--- src/rtl/spram_pixel_fetch_pkg.sv ---
// Shared types and constants for the SRAM pixel prefetcher.
package spram_pixel_fetch_pkg;

  typedef enum logic [1:0] {
    ST_IDLE  = 2'd0,
    ST_FILL  = 2'd1,
    ST_RUN   = 2'd2,
    ST_DRAIN = 2'd3
  } state_e;

  // Value shown on the pixel bus whenever no fetched pixel is delivered.
  localparam int unsigned PIX_BLACK = 0;

  // Index width for a power-of-two storage array, never narrower than one bit.
  function automatic int unsigned idx_w(input int unsigned n);
    return (n > 1) ? $clog2(n) : 1;
  endfunction

endpackage

--- src/rtl/spram_pixel_fetch_if.sv ---
// Frame-store read port plus pixel delivery port of the prefetcher.
interface spram_pixel_fetch_if #(
  parameter int unsigned AW = 19,
  parameter int unsigned DW = 12
) ();

  logic          frame_start;
  logic          spram_rd_sig;
  logic          sram_rd;
  logic [AW-1:0] sram_addr;
  logic [DW-1:0] sram_rdata;
  logic [DW-1:0] pix_data;
  logic          pix_valid;
  logic          underflow;

  modport master (
    input  frame_start, spram_rd_sig, sram_rdata,
    output sram_rd, sram_addr, pix_data, pix_valid, underflow
  );

  modport slave (
    output frame_start, spram_rd_sig, sram_rdata,
    input  sram_rd, sram_addr, pix_data, pix_valid, underflow
  );

endinterface

--- src/rtl/spram_pixel_fetch_sync_fifo.sv ---
// Small synchronous FIFO with a registered head read; the read register shows
// IDLE_DATA in every cycle that did not follow a pop.
module sync_fifo
  import spram_pixel_fetch_pkg::*;
#(
  parameter int unsigned   DW        = 12,
  parameter int unsigned   DEPTH     = 4,
  parameter logic [DW-1:0] IDLE_DATA = '0
) (
  input  logic                   clk,
  input  logic                   rst,
  input  logic                   push,
  input  logic                   pop,
  input  logic                   flush,
  input  logic [DW-1:0]          wdata,
  output logic [DW-1:0]          rdata,
  output logic [$clog2(DEPTH):0] count,
  output logic                   empty,
  output logic                   full
);

  localparam int unsigned IW = idx_w(DEPTH);
  localparam int unsigned CW = $clog2(DEPTH) + 1;

  logic [DW-1:0] mem [DEPTH];
  logic [IW-1:0] wr_idx;
  logic [IW-1:0] rd_idx;
  logic          do_push;
  logic          do_pop;
  logic [CW-1:0] count_nxt;

  // Flush overrides both ports; a pop only sees entries pushed in earlier cycles.
  always_comb begin
    do_push   = push && !flush;
    do_pop    = pop && !flush && !empty;
    count_nxt = count;
    if (flush) begin
      count_nxt = '0;
    end else if (do_push && !do_pop) begin
      count_nxt = count + CW'(1);
    end else if (!do_push && do_pop) begin
      count_nxt = count - CW'(1);
    end
  end

  // Pointers, occupancy flags and the head read register.
  always_ff @(posedge clk) begin
    if (rst) begin
      wr_idx <= '0;
      rd_idx <= '0;
      count  <= '0;
      empty  <= 1'b1;
      full   <= 1'b0;
      rdata  <= IDLE_DATA;
    end else begin
      if (flush) begin
        wr_idx <= '0;
        rd_idx <= '0;
      end else begin
        if (do_push) wr_idx <= wr_idx + IW'(1);
        if (do_pop)  rd_idx <= rd_idx + IW'(1);
      end
      count <= count_nxt;
      empty <= (count_nxt == '0);
      full  <= (count_nxt == CW'(DEPTH));
      rdata <= do_pop ? mem[rd_idx] : IDLE_DATA;
    end
  end

  // Storage array.
  always_ff @(posedge clk) begin
    if (do_push) mem[wr_idx] <= wdata;
  end

endmodule

--- src/rtl/spram_pixel_fetch.sv ---
// Prefetching pixel reader: walks the frame store linearly after each frame
// start and keeps a small FIFO topped up so VGA can pull one pixel per cycle.
module spram_pixel_fetch
  import spram_pixel_fetch_pkg::*;
#(
  parameter int unsigned W      = 640,
  parameter int unsigned H      = 480,
  parameter int unsigned AW     = 19,
  parameter int unsigned DW     = 12,
  parameter int unsigned RD_LAT = 2,
  parameter int unsigned DEPTH  = 4
) (
  input logic               clk,
  input logic               rst,
  spram_pixel_fetch_if.master bus
);

  localparam int unsigned TOTAL = W * H;
  localparam int unsigned PW    = AW + 1;
  localparam int unsigned CW    = $clog2(DEPTH) + 1;
  localparam int unsigned LW    = $clog2(DEPTH + RD_LAT + 2) + 1;

  state_e            state;
  state_e            state_nxt;
  logic [PW-1:0]     rd_ptr;
  logic [PW-1:0]     rd_base_c;
  logic [RD_LAT-1:0] inflight;
  logic              sram_rd_q;
  logic [AW-1:0]     sram_addr_q;
  logic              pix_valid_q;
  logic              underflow_q;
  logic [CW-1:0]     fifo_count;
  logic              fifo_empty;
  logic              fifo_full;
  logic [DW-1:0]     fifo_rdata;
  logic              issue_c;
  logic              pop_c;
  logic              push_c;
  logic [LW-1:0]     outstanding_c;
  logic [LW-1:0]     level_c;
  logic [LW-1:0]     level_pop_c;

  assign bus.sram_rd   = sram_rd_q;
  assign bus.sram_addr = sram_addr_q;
  assign bus.pix_data  = fifo_rdata;
  assign bus.pix_valid = pix_valid_q;
  assign bus.underflow = underflow_q;

  // State register.
  always_ff @(posedge clk) begin
    if (rst) state <= ST_IDLE;
    else     state <= state_nxt;
  end

  // Next-state logic; a frame start restarts the walk from any state.
  always_comb begin
    state_nxt = state;
    if (bus.frame_start) begin
      state_nxt = ST_FILL;
    end else begin
      case (state)
        ST_FILL: begin
          if (rd_ptr == PW'(TOTAL))           state_nxt = ST_DRAIN;
          else if (level_c == LW'(DEPTH))     state_nxt = ST_RUN;
        end
        ST_RUN: begin
          if (rd_ptr == PW'(TOTAL))           state_nxt = ST_DRAIN;
        end
        default: ;
      endcase
    end
  end

  // Issue/pop/push decisions. Outstanding reads (strobe on the bus plus the
  // in-flight pipe) are reserved FIFO slots, and a pop this cycle frees one,
  // which is what lets the refill keep pace with one pixel per cycle.
  always_comb begin
    outstanding_c = LW'(sram_rd_q);
    for (int i = 0; i < int'(RD_LAT); i++) begin
      outstanding_c = outstanding_c + LW'(inflight[i]);
    end
    pop_c       = bus.spram_rd_sig && !fifo_empty && !bus.frame_start;
    push_c      = inflight[RD_LAT-1];
    level_c     = LW'(fifo_count) + outstanding_c;
    level_pop_c = level_c - LW'(pop_c);
    rd_base_c   = bus.frame_start ? '0 : rd_ptr;
    issue_c     = 1'b0;
    if (bus.frame_start) begin
      issue_c = 1'b1;
    end else if ((state == ST_FILL) || (state == ST_RUN)) begin
      issue_c = (rd_ptr < PW'(TOTAL)) && (level_pop_c < LW'(DEPTH));
    end
  end

  // Read strobe/address, in-flight tracking and pixel-side status registers.
  always_ff @(posedge clk) begin
    if (rst) begin
      rd_ptr      <= '0;
      sram_rd_q   <= 1'b0;
      sram_addr_q <= '0;
      inflight    <= '0;
      pix_valid_q <= 1'b0;
      underflow_q <= 1'b0;
    end else begin
      sram_rd_q <= issue_c;
      if (issue_c) begin
        sram_addr_q <= AW'(rd_base_c);
        rd_ptr      <= rd_base_c + PW'(1);
      end else begin
        rd_ptr <= rd_base_c;
      end
      inflight    <= bus.frame_start ? '0 : RD_LAT'({inflight, sram_rd_q});
      pix_valid_q <= pop_c;
      if (bus.frame_start) begin
        underflow_q <= 1'b0;
      end else if (bus.spram_rd_sig && fifo_empty) begin
        underflow_q <= 1'b1;
      end
    end
  end

  // Pixel FIFO; a frame start flushes it.
  sync_fifo #(
    .DW        (DW),
    .DEPTH     (DEPTH),
    .IDLE_DATA (DW'(PIX_BLACK))
  ) u_fifo (
    .clk   (clk),
    .rst   (rst),
    .push  (push_c),
    .pop   (pop_c),
    .flush (bus.frame_start),
    .wdata (bus.sram_rdata),
    .rdata (fifo_rdata),
    .count (fifo_count),
    .empty (fifo_empty),
    .full  (fifo_full)
  );

  // The issue rule reserves a slot for every outstanding read.
  a_no_push_full: assert property (@(posedge clk) disable iff (rst)
    !(push_c && fifo_full && !bus.frame_start));

endmodule

--- src/flat_wrapper.sv ---
// flat-port wrapper written by rule: the top's interface ports become plain ports
module spram_pixel_fetch_flat import spram_pixel_fetch_pkg::*;
#(
  parameter int unsigned W      = 640,
  parameter int unsigned H      = 480,
  parameter int unsigned AW     = 19,
  parameter int unsigned DW     = 12,
  parameter int unsigned RD_LAT = 2,
  parameter int unsigned DEPTH  = 4
)
  (clk, rst, bus_frame_start, bus_spram_rd_sig, bus_sram_rdata, bus_sram_rd, bus_sram_addr, bus_pix_data, bus_pix_valid, bus_underflow);
  spram_pixel_fetch_if #(.AW(AW), .DW(DW)) bus_i ();
  input logic clk;
  input logic rst;
  input wire logic [$bits(bus_i.frame_start)-1:0] bus_frame_start;
  input wire logic [$bits(bus_i.spram_rd_sig)-1:0] bus_spram_rd_sig;
  input wire logic [$bits(bus_i.sram_rdata)-1:0] bus_sram_rdata;
  output wire logic [$bits(bus_i.sram_rd)-1:0] bus_sram_rd;
  output wire logic [$bits(bus_i.sram_addr)-1:0] bus_sram_addr;
  output wire logic [$bits(bus_i.pix_data)-1:0] bus_pix_data;
  output wire logic [$bits(bus_i.pix_valid)-1:0] bus_pix_valid;
  output wire logic [$bits(bus_i.underflow)-1:0] bus_underflow;
  assign bus_i.frame_start = bus_frame_start;
  assign bus_i.spram_rd_sig = bus_spram_rd_sig;
  assign bus_i.sram_rdata = bus_sram_rdata;
  assign bus_sram_rd = bus_i.sram_rd;
  assign bus_sram_addr = bus_i.sram_addr;
  assign bus_pix_data = bus_i.pix_data;
  assign bus_pix_valid = bus_i.pix_valid;
  assign bus_underflow = bus_i.underflow;
  spram_pixel_fetch #(.W(W), .H(H), .AW(AW), .DW(DW), .RD_LAT(RD_LAT), .DEPTH(DEPTH)) u_core (.clk(clk), .rst(rst), .bus(bus_i));
endmodule
--- config.mk ---
export PLATFORM = sky130hd
export DESIGN_NAME = spram_pixel_fetch_flat
export DESIGN_NICKNAME = d
export VERILOG_FILES = /design/src/rtl/spram_pixel_fetch_pkg.sv /design/src/rtl/spram_pixel_fetch_if.sv /design/src/rtl/spram_pixel_fetch_sync_fifo.sv /design/src/rtl/spram_pixel_fetch.sv /design/src/flat_wrapper.sv
export SDC_FILE = /design/constraint.sdc
export NUM_CORES = 1
export LEC_CHECK = 0
export CAP_MARGIN = 20
export CORE_MARGIN = 10
export CORE_UTILIZATION = 40
export CTS_BUF_LIST = sky130_fd_sc_hd__clkbuf_8
export DETAILED_ROUTE_END_ITERATION = 8
export PLACE_DENSITY = 0.63
export SLEW_MARGIN = 20
export SYNTH_ARGS = -nofsm -noshare
export SYNTH_HDL_FRONTEND = slang
export SYNTH_HIERARCHICAL = 1
export SYNTH_SLANG_ARGS = --single-unit
--- constraint.sdc ---
create_clock -name clk -period 3.3 [get_ports clk]
set_clock_uncertainty 0.15 [all_clocks]
set_input_delay 0.33 -clock clk [delete_from_list [all_inputs] [get_ports clk]]
set_output_delay 0.33 -clock clk [all_outputs]
set_load 0.01 [all_outputs]
## After elaboration in Yosys (flattened, before gate mapping)

Memories as Yosys holds them, arrays and structs flattened. A register that Yosys moved wholly into a read port is not among the register bits.
Index checks and enable logic that the tools add are counted.

| word-level totals | value |
|---|---|
| bits in writable memories | 48 |
| memories kept | 1 |
| output and inout port bits | 34 |
| word-level logic and storage cells | 68 |
| register bits | 54 |

Memories:

| memory | words | width | rd ports | clocked after memory_dff | write ports | RTL line | RTL |
|---|---|---|---|---|---|---|---|
| u_core.u_fifo.mem | 4 | 12 | 1 | 1 | 1 | spram_pixel_fetch_sync_fifo.sv:25 | `logic [DW-1:0] mem [DEPTH];` |

| cells by class | value |
|---|---|
| add/subtract/negate cells | 9 |
| $lt $le $gt $ge | 2 |
| eq/ne operators | 8 |
| bitwise operators | 1 |
| muxes and demuxes | 14 |
| reduce and logical (&&, ||, !) cells | 21 |

Operator list:

| operator | number |
|---|---|
| 2-to-1 mux 20 bit | 2 |
| adder 20 x 1 -> 20 bit, second input constant | 1 |
| == test 20 x 19 -> 1 bit, second input constant | 1 |
| < comparator 20 x 19 -> 1 bit, second input constant | 1 |
| logical AND 1 bit | 9 |
| 2-to-1 mux 3 bit | 3 |
| 2-to-1 mux 2 bit | 3 |
| AND reduction 3 bit | 2 |
| 2-to-1 mux 1 bit | 5 |
| adder 2 x 1 -> 2 bit, second input constant | 2 |
| adder 3 x 4 -> 4 bit | 1 |
| adder 4 x 1 -> 4 bit | 1 |
| == test 4 x 3 -> 1 bit, second input constant | 1 |
| logical NOT 1 bit | 4 |
| < comparator 4 x 3 -> 1 bit, second input constant | 1 |
| != test 4 x 2 -> 1 bit, second input constant | 1 |
| one-hot mux 2 bit (2 select lines) | 1 |
| OR reduction 2 bit | 2 |
| subtractor 4 x 1 -> 4 bit | 1 |
| adder 3 x 1 -> 3 bit, second input constant | 1 |
| logical NOT 3 bit | 1 |
| != test 3 x 1 -> 1 bit, second input constant | 1 |
| != test 3 x 2 -> 1 bit, second input constant | 1 |
| nonzero test 3 bit | 1 |
| 8 further kinds | 8 |

## Logic depth before layout (Yosys ltp)

| depth | value |
|---|---|
| depth after elaboration | 10 |
| depth in mapped cells | 12 |

## By module

The synthesis kept the hierarchy.

Modules (own cells, without submodules):

| module | cells an instance | area an instance (um^2) | instances | seq. area each (um^2) |
|---|---|---|---|---|
| sync_fifo | 153 | 2,637.5 | 1 | 1,861.8 |
| spram_pixel_fetch | 248 | 2,140.8 | 1 | 920.9 |

## Worst setup path after synthesis

OpenSTA, ideal clock, no wires.

| timing path | value |
|---|---|
| path type | register to register |
| from | register u_core.sram_rd_q (netlist: u_core/bus.sram_rd) |
| to | register u_core.rd_ptr[11] |
| setup time | 0.072 ns |
| stages on the path, launching flop included | 12 |
| path slack | 0.159 ns |
| data required time | 3.078 ns |
| buffers on the path | 1 |
| arrival time | 2.920 ns |
| cell sequence | dfxtp_1 > fa_1 > ha_1 > inv_1 > fa_1 > nand2b_1 > or3_4 > a21oi_4 > o21bai_4 > buf_6 > nor4_1 > mux2i_1 |

| on the way | value |
|---|---|
| word-level cells in the longest chain between the ends | 9 |

RTL lines:

| item | RTL line | RTL |
|---|---|---|
| start: declaration | spram_pixel_fetch.sv:28 | `logic sram_rd_q;` |
| start signal: assignment | spram_pixel_fetch.sv:105 | `sram_rd_q <= issue_c;` |
| adder 1 x 1 -> 2 bit | spram_pixel_fetch.sv:80 | `outstanding_c = outstanding_c + LW'(inflight[i]);` |
| adder 4 x 1 -> 4 bit | spram_pixel_fetch.sv:80 |  |
| adder 3 x 4 -> 4 bit | spram_pixel_fetch.sv:84 | `level_c = LW'(fifo_count) + outstanding_c;` |
| subtractor 4 x 1 -> 4 bit | spram_pixel_fetch.sv:85 | `level_pop_c = level_c - LW'(pop_c);` |
| < comparator 4 x 3 -> 1 bit | spram_pixel_fetch.sv:91 | `issue_c = (rd_ptr < PW'(TOTAL)) && (level_pop_c < LW'(DEPTH));` |
| logical AND 1 bit | spram_pixel_fetch.sv:91 |  |
| 2-to-1 mux 1 bit | spram_pixel_fetch.sv:90 | `end else if ((state == ST_FILL) \|\| (state == ST_RUN)) begin` |
| 2-to-1 mux 1 bit | spram_pixel_fetch.sv:88 | `if (bus.frame_start) begin` |
| 2-to-1 mux 20 bit | spram_pixel_fetch.sv:106 | `if (issue_c) begin` |
| end signal: assignment | spram_pixel_fetch.sv:108 | `rd_ptr <= rd_base_c + PW'(1);` |
| end signal: assignment | spram_pixel_fetch.sv:110 | `rd_ptr <= rd_base_c;` |
| end: declaration | spram_pixel_fetch.sv:25 | `logic [PW-1:0] rd_ptr;` |

No other way between the ends.
A chain may end at the register's enable or synchronous reset.

## Final worst setup path

| timing path | value |
|---|---|
| from | register u_core.sram_rd_q (netlist: u_core/bus.sram_rd) |
| to | register u_core.rd_ptr[6] |

Same word-level chain as after synthesis.

==> impl_metrics.ini <==
[outcome]
outcome = finished, violations left
violations = negative setup slack

[worst_setup_path]
arrival_ps = 3560
reg2regPathDepth = 12
r2r_slack_ps = -50
crit_type = reg2reg
critPathMaxFanout = 7
cp_common_cell = fa_1
worst_r2r_endpoint = u_core/rd_ptr[6]
crit_start = u_core/bus.sram_rd
cp_slowest_stage_delay_ps = 540
startpoint_type = register
r2r-start = u_core/bus.sram_rd
critPathCaptureType = register
cp_slowest_cell = fa_1
crit_chain = fa_1 -> ha_2 -> inv_2 -> fa_1 -> nand2b_1 -> or3_4 -> a21oi_4 -> buf_12 -> o21bai_4 -> buf_6 -> or4_1 -> a21oi_1
worstPathRequired_ps = 3510

[routing]
finalWirelength_mm = 10.5
postRouteAntennaNets = 0
drt_iter0_markers = 242
route.detailed.drc = 0
firstDrtPassIters = 4
route.vias.total = 3376
routed_via_density = 5.41
routedWlPerCell_um = 16.9

[timing]
setup_slack_ps = -45.3
hold_viol_final = 0
setup_violations = 1
min_period_ps = 3350
drv_slew = 0
tns_ps = -45.3
slew_headroom = 0.503
finalCritPeriodShare = 1.01
tightest_slew_ps = 746
rsz0062_at_grt = yes
clock.fmax_mhz = 299

[global_routing]
grt_pass1_wl_mm = 16.8
gr-total-overflow = 0
grt_pass1_vias = 3290
grt_max_degree = 38
grtUsageTotal = 0.130
antenna_found_initial = 0

[clock_tree]
tritoncts = done
h-tree-depth = 4
numClockSinks = 114
root_buffer = clkbuf_8
numCtsBuffers = 17
clk_pin_slew_ps = 70
insertion_delay_ps = 440
cts_hold_repair.buffers = 0
cts.path.max_buffers = 2

[power]
power_mw = 3.00
leakage_nw = 2.04
pwr_density_cell_nw_per_um2 = 495
ir_drop_mv = 0.230

[synthesis]
synth_area_um2 = 4750
synthCells = 399
yosys_warnings = 6
synth_nets = 428
avgSynthCellArea_um2 = 11.9

[layout]
final_cell_count_no_fill = 624
antenna_cells = 0
drive_gt1_frac = 0.206
nNetsFinal = 497
nFillCells = 1026
area_growth_pct = 27.5

[placed_design]
gp_congestion = 0.825
hpwlAfterDp_mm = 6.86
dp_cells = 581
place.port_buffers = 49

[floorplanning]
die_w_um = 129
rows = 39
pin_count = 50
core_area_um2 = 11500
fp.dieH_um = 129
design.die.area_um2 = 16600
start_util = 0.412

[hold_path]
hp-start = u_core/bus.sram_addr[15]
whs_path_depth = 2
min_to = u_core/bus.sram_addr[15]
hold_class = reg2reg

[run]
max_cap_violations = 0
==> what timing repair did <==
action / CTS / global route
gates resized for setup: 1 / 36
endpoints found under the setup margin: 3 / 36
endpoints found under the hold margin: 0 / 0
pin swaps: 0 / 19
gates cloned: 0 / 3
setup buffers: 1 / 7
==> registers in the layout, indices dropped and copies added (netlist names) <==
signal                count
u_core/u_fifo/empty       1
u_core/bus.sram_addr     19
u_core/u_fifo/rd_idx      2
u_core/bus.pix_valid      1
u_core/bus.underflow      1
u_core/rd_ptr            20
u_core/u_fifo/count       3
u_core/bus.sram_rd        1
u_core/u_fifo/wr_idx      2
u_core/u_fifo/rdata      12
u_core/u_fifo/mem        48
u_core/inflight           2
u_core/state              2
==> layout by cell type (no fill, tap or decap), drive strengths merged, types with 16 or more instances in the layout <==
| cell type | n |
|---|---|
| a21oi | 18 |
| nand2 | 26 |
| clkbuf | 18 |
| edfxtp | 48 |
| nand3 | 24 |
| nor2 | 22 |
| dfxtp | 66 |
| buf | 21 |
| inv | 16 |
| clkdlybuf4s50 | 49 |
| o21ai | 23 |
==> report_power, final <==
part	internal (mW)	switching [mW]
logic	0.0632	0.0690
registers	1.47	0.00634
clock network	0.815	0.571
total	2.35	0.646
==> cell type report <==
| cell class | instances | area (µm²) | area share |
|---|---|---|---|
| timing repair buffer | 71 | 724 | 0.120 |
| clock buffer | 17 | 234 | 0.0387 |
| sequential | 114 | 2770 | 0.457 |
| multi-input combinational | 249 | 1900 | 0.314 |
| tap | 143 | 179 | 0.0296 |
| inverter | 15 | 56.3 | 0.00930 |
| clock inverter | 15 | 190 | 0.0314 |
==> how the worst max path moves through the flow <==
stage | cells after the start | slack (ps) | endpoint
5_1_grt | 12 | -150 | u_core/rd_ptr[6]
3_5_place_dp | 11 | -10 | u_core/rd_ptr[2]
6_report | 12 | -50 | u_core/rd_ptr[6]
2_1_floorplan | 11 | 160 | u_core/rd_ptr[11]
4_1_cts | 10 | -2 | u_core/rd_ptr[9]
3_3_place_gp | 11 | 100 | u_core/rd_ptr[2]
==> worst max-delay path: cells and delay by family, from the launching register on <==
kind,cells,cell delay [ps]
AOI/OAI and AO/OA,3,400
adders and majority gates,3,1190
buffers and inverters,3,330
DFF,1,350
and+or+nand+nor,3,840
==> through the flow <==
stage	hold slack [ps]	cell area [µm²]	setup slack, ps	utilization
detailed placement	310	5380	-13.5	0.468
global route	334	6050	-152	0.526
global placement	305	5380	95.9	0.468
floorplan	279	4750	159	-
finish	315	6050	-45.3	0.526
CTS	322	5820	-2.28	0.505
==> routing by layer <==
layer / up-vias / routed length (µm) / part of all wire / GRT usage
li1: 1611 / - / - / -
met1: 1656 / 4580 / 0.44 / 0.156
met2: 92 / 5010 / 0.48 / 0.198
met3: 17 / 668 / 0.063 / 0.0538
met4: 0 / 271 / 0.026 / 0.0629
met5: - / 0 / 0 / 0
(Power assumes the default switching activity.)
